## config.mk

```make
export PLATFORM = sky130hd
export DESIGN_NAME = tank_line_renderer
export DESIGN_NICKNAME = d
export VERILOG_FILES = /design/src/rtl/tank_gfx_pkg.sv /design/src/rtl/tank_line_slot.sv /design/src/rtl/tank_line_renderer.sv
export SDC_FILE = /design/constraint.sdc
export NUM_CORES = 1
export LEC_CHECK = 0
export ABC_AREA = 1
export ABC_CLOCK_PERIOD_IN_PS = 14200
export BUFFER_PORTS_ARGS = -buffer_cell sky130_fd_sc_hd__buf_2
export CAP_MARGIN = 20
export CELL_PAD_IN_SITES_DETAIL_PLACEMENT = 1
export CELL_PAD_IN_SITES_GLOBAL_PLACEMENT = 2
export CORE_MARGIN = 4
export CORE_UTILIZATION = 37
export DETAILED_ROUTE_END_ITERATION = 12
export GPL_TIMING_DRIVEN = 0
export PLACE_DENSITY = 0.95
export SETUP_SLACK_MARGIN = 0.5
export SLEW_MARGIN = 40
export SYNTH_ARGS = -nofsm -noshare
export SYNTH_HDL_FRONTEND = slang
export SYNTH_SLANG_ARGS = --single-unit
```

## constraint.sdc

```tcl
create_clock -name Clk -period 14.2 [get_ports Clk]
set_clock_uncertainty 0.1 [all_clocks]
set_input_delay 0.71 -clock Clk [delete_from_list [all_inputs] [get_ports Clk]]
set_output_delay 0.71 -clock Clk [all_outputs]
set_load 0.05 [all_outputs]
```

## src/rtl/tank_gfx_pkg.sv

```systemverilog
// tank_gfx_pkg: shared geometry, types and small helpers for the tank line renderer.
package tank_gfx_pkg;

   localparam int unsigned H_ACTIVE = 640;
   localparam int unsigned V_ACTIVE = 480;
   localparam int unsigned V_TOTAL  = 525;
   localparam int unsigned SPR_W    = 18;
   localparam int unsigned SPR_H    = 25;
   localparam int unsigned PIX_W    = 6;
   localparam int unsigned ROW_BITS = SPR_W * PIX_W;

   // Column 0 is the leftmost element, which lands in the MSBs of the flat row.
   typedef logic [0:SPR_W-1][PIX_W-1:0] sprite_row_t;

   typedef enum logic [1:0] {
      OWN_NONE = 2'b00,
      OWN_BLUE = 2'b01,
      OWN_RED  = 2'b10
   } owner_t;

   typedef enum logic [2:0] {
      ST_IDLE  = 3'd0,
      ST_LATCH = 3'd1,
      ST_REQ_B = 3'd2,
      ST_CAP_B = 3'd3,
      ST_REQ_R = 3'd4,
      ST_CAP_R = 3'd5,
      ST_DONE  = 3'd6
   } fetch_state_t;

   // Line that follows y, wrapping at the end of the frame.
   function automatic logic [9:0] next_line(input logic [9:0] y);
      return (y == 10'(V_TOTAL - 1)) ? 10'd0 : y + 10'd1;
   endfunction

   // Sprite row to fetch for a row offset; a flipped tank reads bottom-up.
   function automatic logic [4:0] sprite_row(input logic [4:0] dy, input logic flip);
      return flip ? (5'(SPR_H - 1) - dy) : dy;
   endfunction

endpackage

```

## src/rtl/tank_line_slot.sv

```systemverilog
// tank_line_slot: one tank's line buffer (latched x, sprite row, visible flag)
// plus the first pixel-pipeline stage (column hit test and index lookup).
module tank_line_slot
   import tank_gfx_pkg::*;
(
   input  logic             i_clk,
   input  logic             i_rst,
   input  logic             i_load,
   input  logic             i_clear,
   input  logic [9:0]       i_x,
   input  sprite_row_t      i_row,
   input  logic [9:0]       i_drawx,
   output logic             o_hit,
   output logic [PIX_W-1:0] o_idx
);

   logic [9:0]       r_x;
   sprite_row_t      r_row;
   logic             r_vis;
   logic [9:0]       w_col;
   logic             w_hit;
   logic [PIX_W-1:0] w_idx;

   // Slot contents change only on an explicit load or clear from the fetch FSM.
   always_ff @(posedge i_clk or posedge i_rst) begin
      if (i_rst) begin
         r_x   <= '0;
         r_row <= '0;
         r_vis <= 1'b0;
      end else if (i_load) begin
         r_x   <= i_x;
         r_row <= i_row;
         r_vis <= 1'b1;
      end else if (i_clear) begin
         r_vis <= 1'b0;
      end
   end

   // Unsigned column offset: positions left of the sprite wrap to large values and miss.
   always_comb begin
      w_col = i_drawx - r_x;
      w_hit = r_vis && (w_col < 10'(SPR_W));
      w_idx = '0;
      if (w_hit) begin
         w_idx = r_row[w_col[4:0]];
      end
   end

   // Stage-1 register of the pixel pipeline.
   always_ff @(posedge i_clk or posedge i_rst) begin
      if (i_rst) begin
         o_hit <= 1'b0;
         o_idx <= '0;
      end else begin
         o_hit <= w_hit;
         o_idx <= w_idx;
      end
   end

endmodule

```

## src/rtl/tank_line_renderer.sv

```systemverilog
// tank_line_renderer: fetches the next scanline's sprite rows for both tanks
// during horizontal blank and composites them per pixel with a 2-cycle latency.
module tank_line_renderer
   import tank_gfx_pkg::*;
(
   input  logic                Clk,
   input  logic                Reset,
   input  logic [9:0]          DrawX,
   input  logic [9:0]          DrawY,
   input  logic                hblank_start,
   input  logic [9:0]          blue_x,
   input  logic [9:0]          blue_y,
   input  logic [9:0]          red_x,
   input  logic [9:0]          red_y,
   input  logic                blue_flip,
   input  logic                red_flip,
   output logic                row_req,
   output logic                row_sel,
   output logic [4:0]          row_addr,
   input  logic [ROW_BITS-1:0] row_data,
   output logic [PIX_W-1:0]    pix_idx,
   output logic [1:0]          pix_owner,
   output logic                pix_valid
);

   fetch_state_t     r_state;
   fetch_state_t     w_state_nx;

   logic [9:0]       r_next_y;
   logic [9:0]       r_bx;
   logic [9:0]       r_by;
   logic [9:0]       r_rx;
   logic [9:0]       r_ry;
   logic             r_bflip;
   logic             r_rflip;

   logic [9:0]       w_b_dy;
   logic [9:0]       w_r_dy;
   logic             w_b_in;
   logic             w_r_in;
   logic             w_b_load;
   logic             w_b_clear;
   logic             w_r_load;
   logic             w_r_clear;

   logic             w_b_hit;
   logic             w_r_hit;
   logic [PIX_W-1:0] w_b_idx;
   logic [PIX_W-1:0] w_r_idx;
   logic             w_b_opq;
   logic             w_r_opq;

   logic             r_s1_valid;
   logic [PIX_W-1:0] r_pix_idx;
   owner_t           r_pix_owner;
   logic             r_pix_valid;

   // Fetch FSM state register.
   always_ff @(posedge Clk or posedge Reset) begin
      if (Reset) begin
         r_state <= ST_IDLE;
      end else begin
         r_state <= w_state_nx;
      end
   end

   // Next state: a new hblank_start always restarts the fetch from LATCH.
   always_comb begin
      w_state_nx = r_state;
      if (hblank_start) begin
         w_state_nx = ST_LATCH;
      end else begin
         case (r_state)
            ST_IDLE:  w_state_nx = ST_IDLE;
            ST_LATCH: w_state_nx = ST_REQ_B;
            ST_REQ_B: w_state_nx = w_b_in ? ST_CAP_B : ST_REQ_R;
            ST_CAP_B: w_state_nx = ST_REQ_R;
            ST_REQ_R: w_state_nx = w_r_in ? ST_CAP_R : ST_DONE;
            ST_CAP_R: w_state_nx = ST_DONE;
            ST_DONE:  w_state_nx = ST_IDLE;
            default:  w_state_nx = ST_IDLE;
         endcase
      end
   end

   // Snapshot positions and target line so mid-line input changes cannot tear the fetch.
   always_ff @(posedge Clk or posedge Reset) begin
      if (Reset) begin
         r_next_y <= '0;
         r_bx     <= '0;
         r_by     <= '0;
         r_rx     <= '0;
         r_ry     <= '0;
         r_bflip  <= 1'b0;
         r_rflip  <= 1'b0;
      end else if (r_state == ST_LATCH) begin
         r_next_y <= next_line(DrawY);
         r_bx     <= blue_x;
         r_by     <= blue_y;
         r_rx     <= red_x;
         r_ry     <= red_y;
         r_bflip  <= blue_flip;
         r_rflip  <= red_flip;
      end
   end

   // Row offsets and in-range tests; slot updates are suppressed when a fetch is aborted.
   always_comb begin
      w_b_dy    = r_next_y - r_by;
      w_r_dy    = r_next_y - r_ry;
      w_b_in    = w_b_dy < 10'(SPR_H);
      w_r_in    = w_r_dy < 10'(SPR_H);
      w_b_load  = (r_state == ST_CAP_B) && !hblank_start;
      w_r_load  = (r_state == ST_CAP_R) && !hblank_start;
      w_b_clear = (r_state == ST_REQ_B) && !w_b_in && !hblank_start;
      w_r_clear = (r_state == ST_REQ_R) && !w_r_in && !hblank_start;
   end

   // Sprite row read strobe, select and address for the sprite table.
   always_comb begin
      row_req  = 1'b0;
      row_sel  = 1'b0;
      row_addr = '0;
      if ((r_state == ST_REQ_B) && w_b_in) begin
         row_req  = 1'b1;
         row_addr = sprite_row(w_b_dy[4:0], r_bflip);
      end else if ((r_state == ST_REQ_R) && w_r_in) begin
         row_req  = 1'b1;
         row_sel  = 1'b1;
         row_addr = sprite_row(w_r_dy[4:0], r_rflip);
      end
   end

   tank_line_slot u_blue_slot (
      .i_clk   (Clk),
      .i_rst   (Reset),
      .i_load  (w_b_load),
      .i_clear (w_b_clear),
      .i_x     (r_bx),
      .i_row   (row_data),
      .i_drawx (DrawX),
      .o_hit   (w_b_hit),
      .o_idx   (w_b_idx)
   );

   tank_line_slot u_red_slot (
      .i_clk   (Clk),
      .i_rst   (Reset),
      .i_load  (w_r_load),
      .i_clear (w_r_clear),
      .i_x     (r_rx),
      .i_row   (row_data),
      .i_drawx (DrawX),
      .o_hit   (w_r_hit),
      .o_idx   (w_r_idx)
   );

   // Stage 1 active-region flag, aligned with the slot lookup registers.
   always_ff @(posedge Clk or posedge Reset) begin
      if (Reset) begin
         r_s1_valid <= 1'b0;
      end else begin
         r_s1_valid <= (DrawX < 10'(H_ACTIVE)) && (DrawY < 10'(V_ACTIVE));
      end
   end

   // Opacity per tank; palette index 0 is transparent.
   always_comb begin
      w_b_opq = w_b_hit && (w_b_idx != '0);
      w_r_opq = w_r_hit && (w_r_idx != '0);
   end

   // Stage 2 compositor: red over blue over background, blanked outside the active area.
   always_ff @(posedge Clk or posedge Reset) begin
      if (Reset) begin
         r_pix_idx   <= '0;
         r_pix_owner <= OWN_NONE;
         r_pix_valid <= 1'b0;
      end else begin
         r_pix_valid <= r_s1_valid;
         if (!r_s1_valid) begin
            r_pix_idx   <= '0;
            r_pix_owner <= OWN_NONE;
         end else if (w_r_opq) begin
            r_pix_idx   <= w_r_idx;
            r_pix_owner <= OWN_RED;
         end else if (w_b_opq) begin
            r_pix_idx   <= w_b_idx;
            r_pix_owner <= OWN_BLUE;
         end else begin
            r_pix_idx   <= '0;
            r_pix_owner <= OWN_NONE;
         end
      end
   end

   assign pix_idx   = r_pix_idx;
   assign pix_owner = r_pix_owner;
   assign pix_valid = r_pix_valid;

endmodule

```

==> run metrics, run 1 <==
drt first pass iters=5; status=finished, final reports clean; remaining antenna violation count after routing=0; Hold Vio Cnt, Final=0; Net Sw Frac=40.1%; part of the power in the clock network=27.0%; Worst Max-Slew Pin Slew=approximately 0.79 ns; P_int=2.17 mW; max_slew headroom=47.4%; Max VDD drop=0.0861 mV; Final Setup Violations=0; chip width=around 220 µm; power density over the cells=187 mW/mm²; fin cells=roughly 2900; worst hold path type=primary input to async pin; Ys Warns=0; Slew Limit Fails=0; Area Overhead vs Synth=18.5%; CTS resizes=0; Startpoint Class=flop; via count=15062; clock sink count=317; RSZ-0062 raised after global routing=no; critical path cell sequence=inv_1 -> ha_1 -> inv_1 -> fa_1 -> xnor2_1 -> nand2_1 -> nand3_1 -> nor2_1 -> nor2_2 -> nand4_2 -> or2_0 -> nand2_1 -> buf_2; P_sw=1.45 mW; antenna violations before repair=1; Longest Clk Path Bufs=3; Synth Area per Inst=7.85 µm²; vias in the first global route=approximately 16000; mapped cell area=0.0163 mm²; share of layout cells above drive strength 1=~13%; Leak Pwr=10.2 nW; gr usage total=24.2%; Synth Net Count=2297; hold_buf cts=0; Nets=roughly 2500; Critical Path RT=13.39 ns; largest net degree at the start of global routing=77; Slowest-stage cell, CP=fa_1; Max-Cap Viols=0; synth top area cells=dfrtp_1 49%, nand2_1 14%, o21ai_0 9.6%; fin crit share=a little under a third; CTS tree=done; die area=between 0.04 and 0.05 mm²; Syn Inst Count=2079; reg2reg path depth=11; register area share after synthesis=48.6%; clk slew on worst S/H paths=0.06 ns; area of the core=0.0434 mm²; top cell type's share of synthesized area=48.6%; # DRC=0; gpl congestion=0.905; Skew-Pair Late Insertion Delay=0.56 ns; Max Clock Freq=between 200 and 250 MHz; GRT overflow=0; CP Data Arrival Time=approximately 3.5 ns; die height=218 µm; Rows=76; Comb pwr share=38.3%; FF-to-FF Start=u_blue_slot.r_x[0]; crit path from=r_next_y[0]; crit path kind=flop to primary output; Yosys top cell by area=dfrtp_1; fillers=between 5000 and 6000; wire length per cell=around 20 µm; Num CTS Buffers=36; crit end category=primary output; total negative setup slack=0 ns; Initial Utilization=37.6%; input/output buffers=188; hold slack final=~0.056 ns; Antenna Cells=0; placed cells=between 2000 and 3000; H-tree levels=2; dpl hpwl=43.7 mm; Flop pwr share=34.7%; CP max FO=7; routed vias/inst=5.16; postcts setup bufs=0; synth unique cells=41; final wirelength=~58 mm; drt initial violations=1062; first-pass GRT wire length=90.1 mm; flops & latches, synth=317; fin crit period=4.27 ns; root buf cell=clkbuf_16; Worst path max stage delay=0.46 ns; I/O Pins=189
## synth_stat cells
master       n
a21o_1       3
a21oi_1     86
a22o_1      13
a31oi_1      2
and3_1       1
buf_1       13
buf_2       19
buf_4        3
clkbuf_1    60
dfrtp_1    317
fa_1         4
ha_1        41
inv_1      285
inv_2        6
mux2_2       9
mux2i_1     17
nand2_1    605
nand2_2      4
nand3_1     73
nand3_2      1
nand3b_1     4
nand4_1     17
nand4_2      2
nand4_4      1
nor2_1     104
nor2_2       3
nor3_1       2
nor4_1       3
o2111ai_1    2
o211ai_1    24
o21ai_0    314
o21ai_1      2
o21bai_1     1
o22ai_1      1
o31ai_1      4
or2_0        1
or2_1        6
xnor2_1     10
xor2_1      11
xor2_2       3
xor2_4       2
## state kept, by name (all words and copies together), names as in the netlist, 2 cells and up
register,count
u_blue_slot.r_row,108
u_red_slot.r_row,108
r_bx,10
r_by,10
r_next_y,10
r_rx,10
r_ry,10
u_blue_slot.r_x,10
u_red_slot.r_x,10
pix_idx,6
u_blue_slot.o_idx,6
u_red_slot.o_idx,6
r_state,3
pix_owner,2
## layout by cell type (no fill, tap or decap), drive strengths merged, types with 3 or more instances in the layout
| cell | instances |
|---|---|
| mux2 | 9 |
| nor4 | 3 |
| dfrtp | 317 |
| buf | 227 |
| o21ai | 316 |
| nor2 | 107 |
| bufinv | 4 |
| a22o | 13 |
| xor2 | 16 |
| a21o | 3 |
| clkinv | 5 |
| nand3 | 74 |
| nand2 | 609 |
| clkbuf | 113 |
| mux2i | 17 |
| or2 | 7 |
| nand3b | 4 |
| fa | 4 |
| inv | 293 |
| o211ai | 24 |
| xnor2 | 10 |
| ha | 41 |
| a21oi | 86 |
| nand4 | 20 |
| o31ai | 4 |
## cells by family after synthesis
logic type	Yosys count	share of synthesized area, %
AND/OR/NAND/NOR	827	20.5
XOR/XNOR	26	1.76
multiplexers	26	1.66
adder cells (fa/ha/maj)	45	3.64
flip-flops	317	48.6
buffers and inverters	386	9.10
AO/OA/AOI/OAI	452	14.7
## layer usage
layer	wire (µm)	GRT usage, %	share of wire, %	vias up
met3	2960	3.59	5.1	120
met4	2230	9.21	3.9	0
li1	-	-	-	7082
met5	0	0	0	-
met1	24400	31.2	42	7438
met2	27900	41.3	49	422
## power groups by stage
stage / clock network, mW / registers [mW] / logic [mW]
floorplan: 0 / 1.22 / 0.908
global placement: 0 / 1.25 / 1.31
detailed placement: 0 / 1.26 / 1.36
CTS: 0.996 / 1.25 / 1.37
global route: 1.04 / 1.28 / 1.54
finish: 0.978 / 1.26 / 1.39
## layout make-up
cell class	count	area, µm²	area share (%)
multi-input combinational	1376	6900	35.7
tap	585	732	3.79
buffer	95	393	2.03
inverter	291	1100	5.69
clock inverter	11	163	0.842
sequential	317	7930	41.1
clock buffer	53	1060	5.46
timing repair buffer	192	1050	5.44
## path summary, 6_finish.rpt
| path | end | slack [ns] |
|---|---|---|
| min in group Clk | r_ry[0] | 0.26 |
| setup reg to reg | u_blue_slot.o_idx[3] | 10.59 |
| hold reg to reg | r_bx[9] | 0.37 |
| max in group asynchronous | u_blue_slot.r_row[4] | 12.55 |
| hold / removal | r_by[3] | 0.06 |
| setup / recovery | row_addr[4] | 9.93 |
## through the flow
stage | total power [mW] | area (µm²) | setup slack (ns) | util (%)
after CTS | 3.62 | 19300 | 9.89 | 44.6
final | 3.62 | 19300 | 9.93 | 44.6
after global placement | 2.56 | 18000 | 1.22 | 41.5
after global routing | 3.86 | 19300 | 9.74 | 44.6
after detailed placement | 2.62 | 18100 | 10.11 | 41.8
after floorplan | 2.13 | 16300 | 4.62 | -
## worst max-delay path, delay by kind of cell, from the launching register on
| family | cells | cell delay [ns] |
|---|---|---|
| buffers and inverters | 3 | 0.48 |
| xor gates and xnor gates | 1 | 0.32 |
| DFF | 1 | 0.37 |
| and+or+nand+nor | 7 | 1.12 |
| adders and majority gates | 2 | 0.63 |
(Power assumes the default switching activity.)
==> run 2: changes to the inputs <==
- ABC_CLOCK_PERIOD_IN_PS: 14200 -> 3430
- CORE_UTILIZATION: 37 -> 31
- PLACE_DENSITY: 0.95 -> 0.87
- clock period: 14.2 -> 3.43 ns (I/O delays scaled with it)
==> run 2 against run 1 <==
  * Sequential power grew to 4.1 times the previous value
  * Highest routed layer unchanged
  * Critical path depth grew 2
  * Routed wire length grew 6.8%
  * Die area grew 19%
  * Total power grew to 4.3 times the previous value
  * Utilization shrank 2.2 points
  * Setup slack lost 9.7 ns
  * Via count grew 5.2%
  * Clock-buffer cell count shrank 3
  * Clock power grew to 4.2 times the previous value
  * Global-route usage shrank 2.6 points
==> run metrics, run 2 (same netlist as run 1, synthesis figures left out) <==
fin crit share=93.5%; max_slew headroom=46.1% (-1.3 points); most used cell along the critical path=nand2_2; CP Data Arrival Time=2.93 ns (-0.53 ns); Flop pwr share=33.2% (-1.5 points); sequential cell area=0.00793 mm² (unchanged); power density over the cells=712 mW/mm² (+280%); Antenna Cells=0 (unchanged); antenna violations before repair=1 (unchanged); P_int=9.39 mW (+330%); RSZ-0062 raised after global routing=yes; M1 WL=26.7 mm (+9.2%); P_sw=6.23 mW (+330%); Leak Pwr=11.2 nW (+10%); die area=0.0564 mm² (+19%); Worst path max stage delay=0.40 ns (-0.06 ns); fillers=6214 (+15%); min-delay src=DrawY[1]; status=finished, final reports clean; Longest Clk Path Bufs=3 (unchanged); Met2 Wirelength=30.3 mm (+8.4%); WL met3=2.67 mm (-9.9%); Comb pwr share=40.4% (+2.1 points); Hold Vio Cnt, Final=0 (unchanged); fin crit period=3.21 ns; I/O Pins=189 (unchanged); critical path cell sequence=inv_2 -> ha_4 -> inv_4 -> fa_2 -> nand3_2 -> nand2_2 -> nand2_2 -> nand2_1 -> nand2_1 -> nand2_2 -> nor2_4 -> nand4_4 -> buf_12 -> o21ai_4 -> buf_6; vias in the first global route=17217 (+5.9%); crit path from=r_next_y[0]; Slew Limit Fails=0 (unchanged); Slowest-stage cell, CP=fa_2; Max Clock Freq=312 MHz; crit path setup slack, layout=0.224 ns (-9.70 ns); largest net degree at the start of global routing=26 (-66%); Post-Place Worst Slack=-0.101 ns (-10.21 ns); clk slew on worst S/H paths=0.05 ns (about the same); Top Registers=u_blue_slot.r_row: 108 flops, u_red_slot.r_row: 108 flops; Final Setup Violations=0 (unchanged); FF-to-FF Start=u_blue_slot.r_x[0]; gr usage total=21.6% (-2.6 points); Placed Area=0.0185 mm² (+2.4%); most frequent cells in the layout=592 x nand2_1, 317 x dfrtp_1, 308 x o21ai_0; Num CTS Buffers=39 (+8.3%); footprint of the multi-input gates=0.00715 mm² (+3.7%); root buf cell=clkbuf_16; crit path kind=flop to primary output; fin cells=3213 (+10%); Net Sw Frac=39.9% (-0.23 points); input/output buffers=188 (unchanged); clock sink count=317 (unchanged); # DRC=0 (unchanged); crit end category=primary output; final wirelength=61.4 mm (+6.8%); gpl congestion=0.880 (-2.8%); commonest non-fill, non-tap cell in the layout=nand2_1; Area Overhead vs Synth=34.5%; worst hold path type=primary input to flop; Max-Cap Viols=0 (unchanged); Startpoint Class=flop; CP max FO=4 (-3); routed vias/inst=4.93 (-4.4%); Skew-Pair Late Insertion Delay=0.57 ns (about the same); cell area after layout=0.0219 mm² (+14%); top layer in use=met4; Rows=83 (+9.2%); share of layout cells above drive strength 1=15.4% (+2.4 points); Initial Utilization=31.5% (-6.1 points); Worst Max-Slew Pin Slew=0.809 ns (+0.0197 ns); CTS tree=done; wire length per cell=19.1 µm (-2.9%); chip width=237 µm (+8.9%); die height=237 µm (+8.9%); Critical Path RT=3.16 ns (-10.23 ns); drt initial violations=895 (-16%); dpl hpwl=45.4 mm (+3.9%); Nets=2727 (+7.9%); H-tree levels=2 (unchanged); utilization after layout=42.4% (-2.2 points); GRT overflow=0 (unchanged); first-pass GRT wire length=96.1 mm (+6.8%); placed cells=2963 (+3.7%); via count=15841 (+5.2%); Max VDD drop=0.347 mV (+300%); part of the power in the clock network=26.4% (-0.6 points); remaining antenna violation count after routing=0 (unchanged); total negative setup slack=0 ns (unchanged); area of the core=0.0517 mm² (+19%); drt first pass iters=5 (unchanged)
==> run 2: timing repair <==
item                                   CTS  global route
hold buffers                           169             0
endpoints found under the hold margin  377             0
buffers inserted                        13             3
gates resized for setup                 69            28
pin swaps                               18            21
setup endpoints to repair               20            23
==> run 2: final cells by class <==
cell class                 instances  share of cell area [%]
inverter                         291                    5.03
buffer                            95                    1.92
sequential                       317                    36.2
timing repair buffer             389                    14.7
tap                              680                    3.88
clock inverter                    15                   0.913
clock buffer                      50                    4.82
multi-input combinational       1376                    32.6
==> run 2: final timing paths <==
check / slack, ns / depth (start not counted) / to
worst max-delay path: 0.22 / 15 / row_addr[0]
worst min-delay path: 0.03 / 5 / r_next_y[3]
worst max register to register: 0.59 / 10 / u_blue_slot.o_idx[3]
worst min register to register: 0.37 / 2 / r_rx[6]
max in group asynchronous: 1.37 / 10 / pix_idx[0]
min in group asynchronous: 0.60 / 4 / r_ry[1]
==> run 2: metal layers <==
layer | up-vias | global-route usage (%)
met1 | 7862 | 27.7
met4 | 0 | 7.09
met3 | 98 | 2.97
met5 | - | 0
li1 | 7484 | -
met2 | 397 | 37.6
==> run 2: per-stage QoR <==
| step | hold slack, ns | total power [mW] |
|---|---|---|
| after detailed placement | -0.00189 | 10.9 |
| after floorplan | 0.175 | 8.82 |
| after global routing | 0.0816 | 16.6 |
| after CTS | 0.000991 | 15.5 |
| final | 0.0252 | 15.6 |
| after global placement | 0.276 | 10.7 |
==> run 2: power by group through the flow <==
stage / Combinational (mW) / Sequential (mW) / Clock [mW]
2_1_floorplan: 3.77 / 5.05 / 0
3_3_place_gp: 5.47 / 5.19 / 0
3_5_place_dp: 5.71 / 5.22 / 0
4_1_cts: 6.12 / 5.17 / 4.22
5_1_grt: 6.97 / 5.29 / 4.36
6_report: 6.30 / 5.19 / 4.13
==> run 2: worst max-delay path: cells and delay by family, from the launching register on <==
| kind | cells | cell delay (ns) |
|---|---|---|
| AO/OA/AOI/OAI | 1 | 0.16 |
| adder cells (fa/ha/maj) | 2 | 0.56 |
| buffers and inverters | 4 | 0.52 |
| flip-flops | 1 | 0.37 |
| AND/OR/NAND/NOR | 8 | 0.78 |
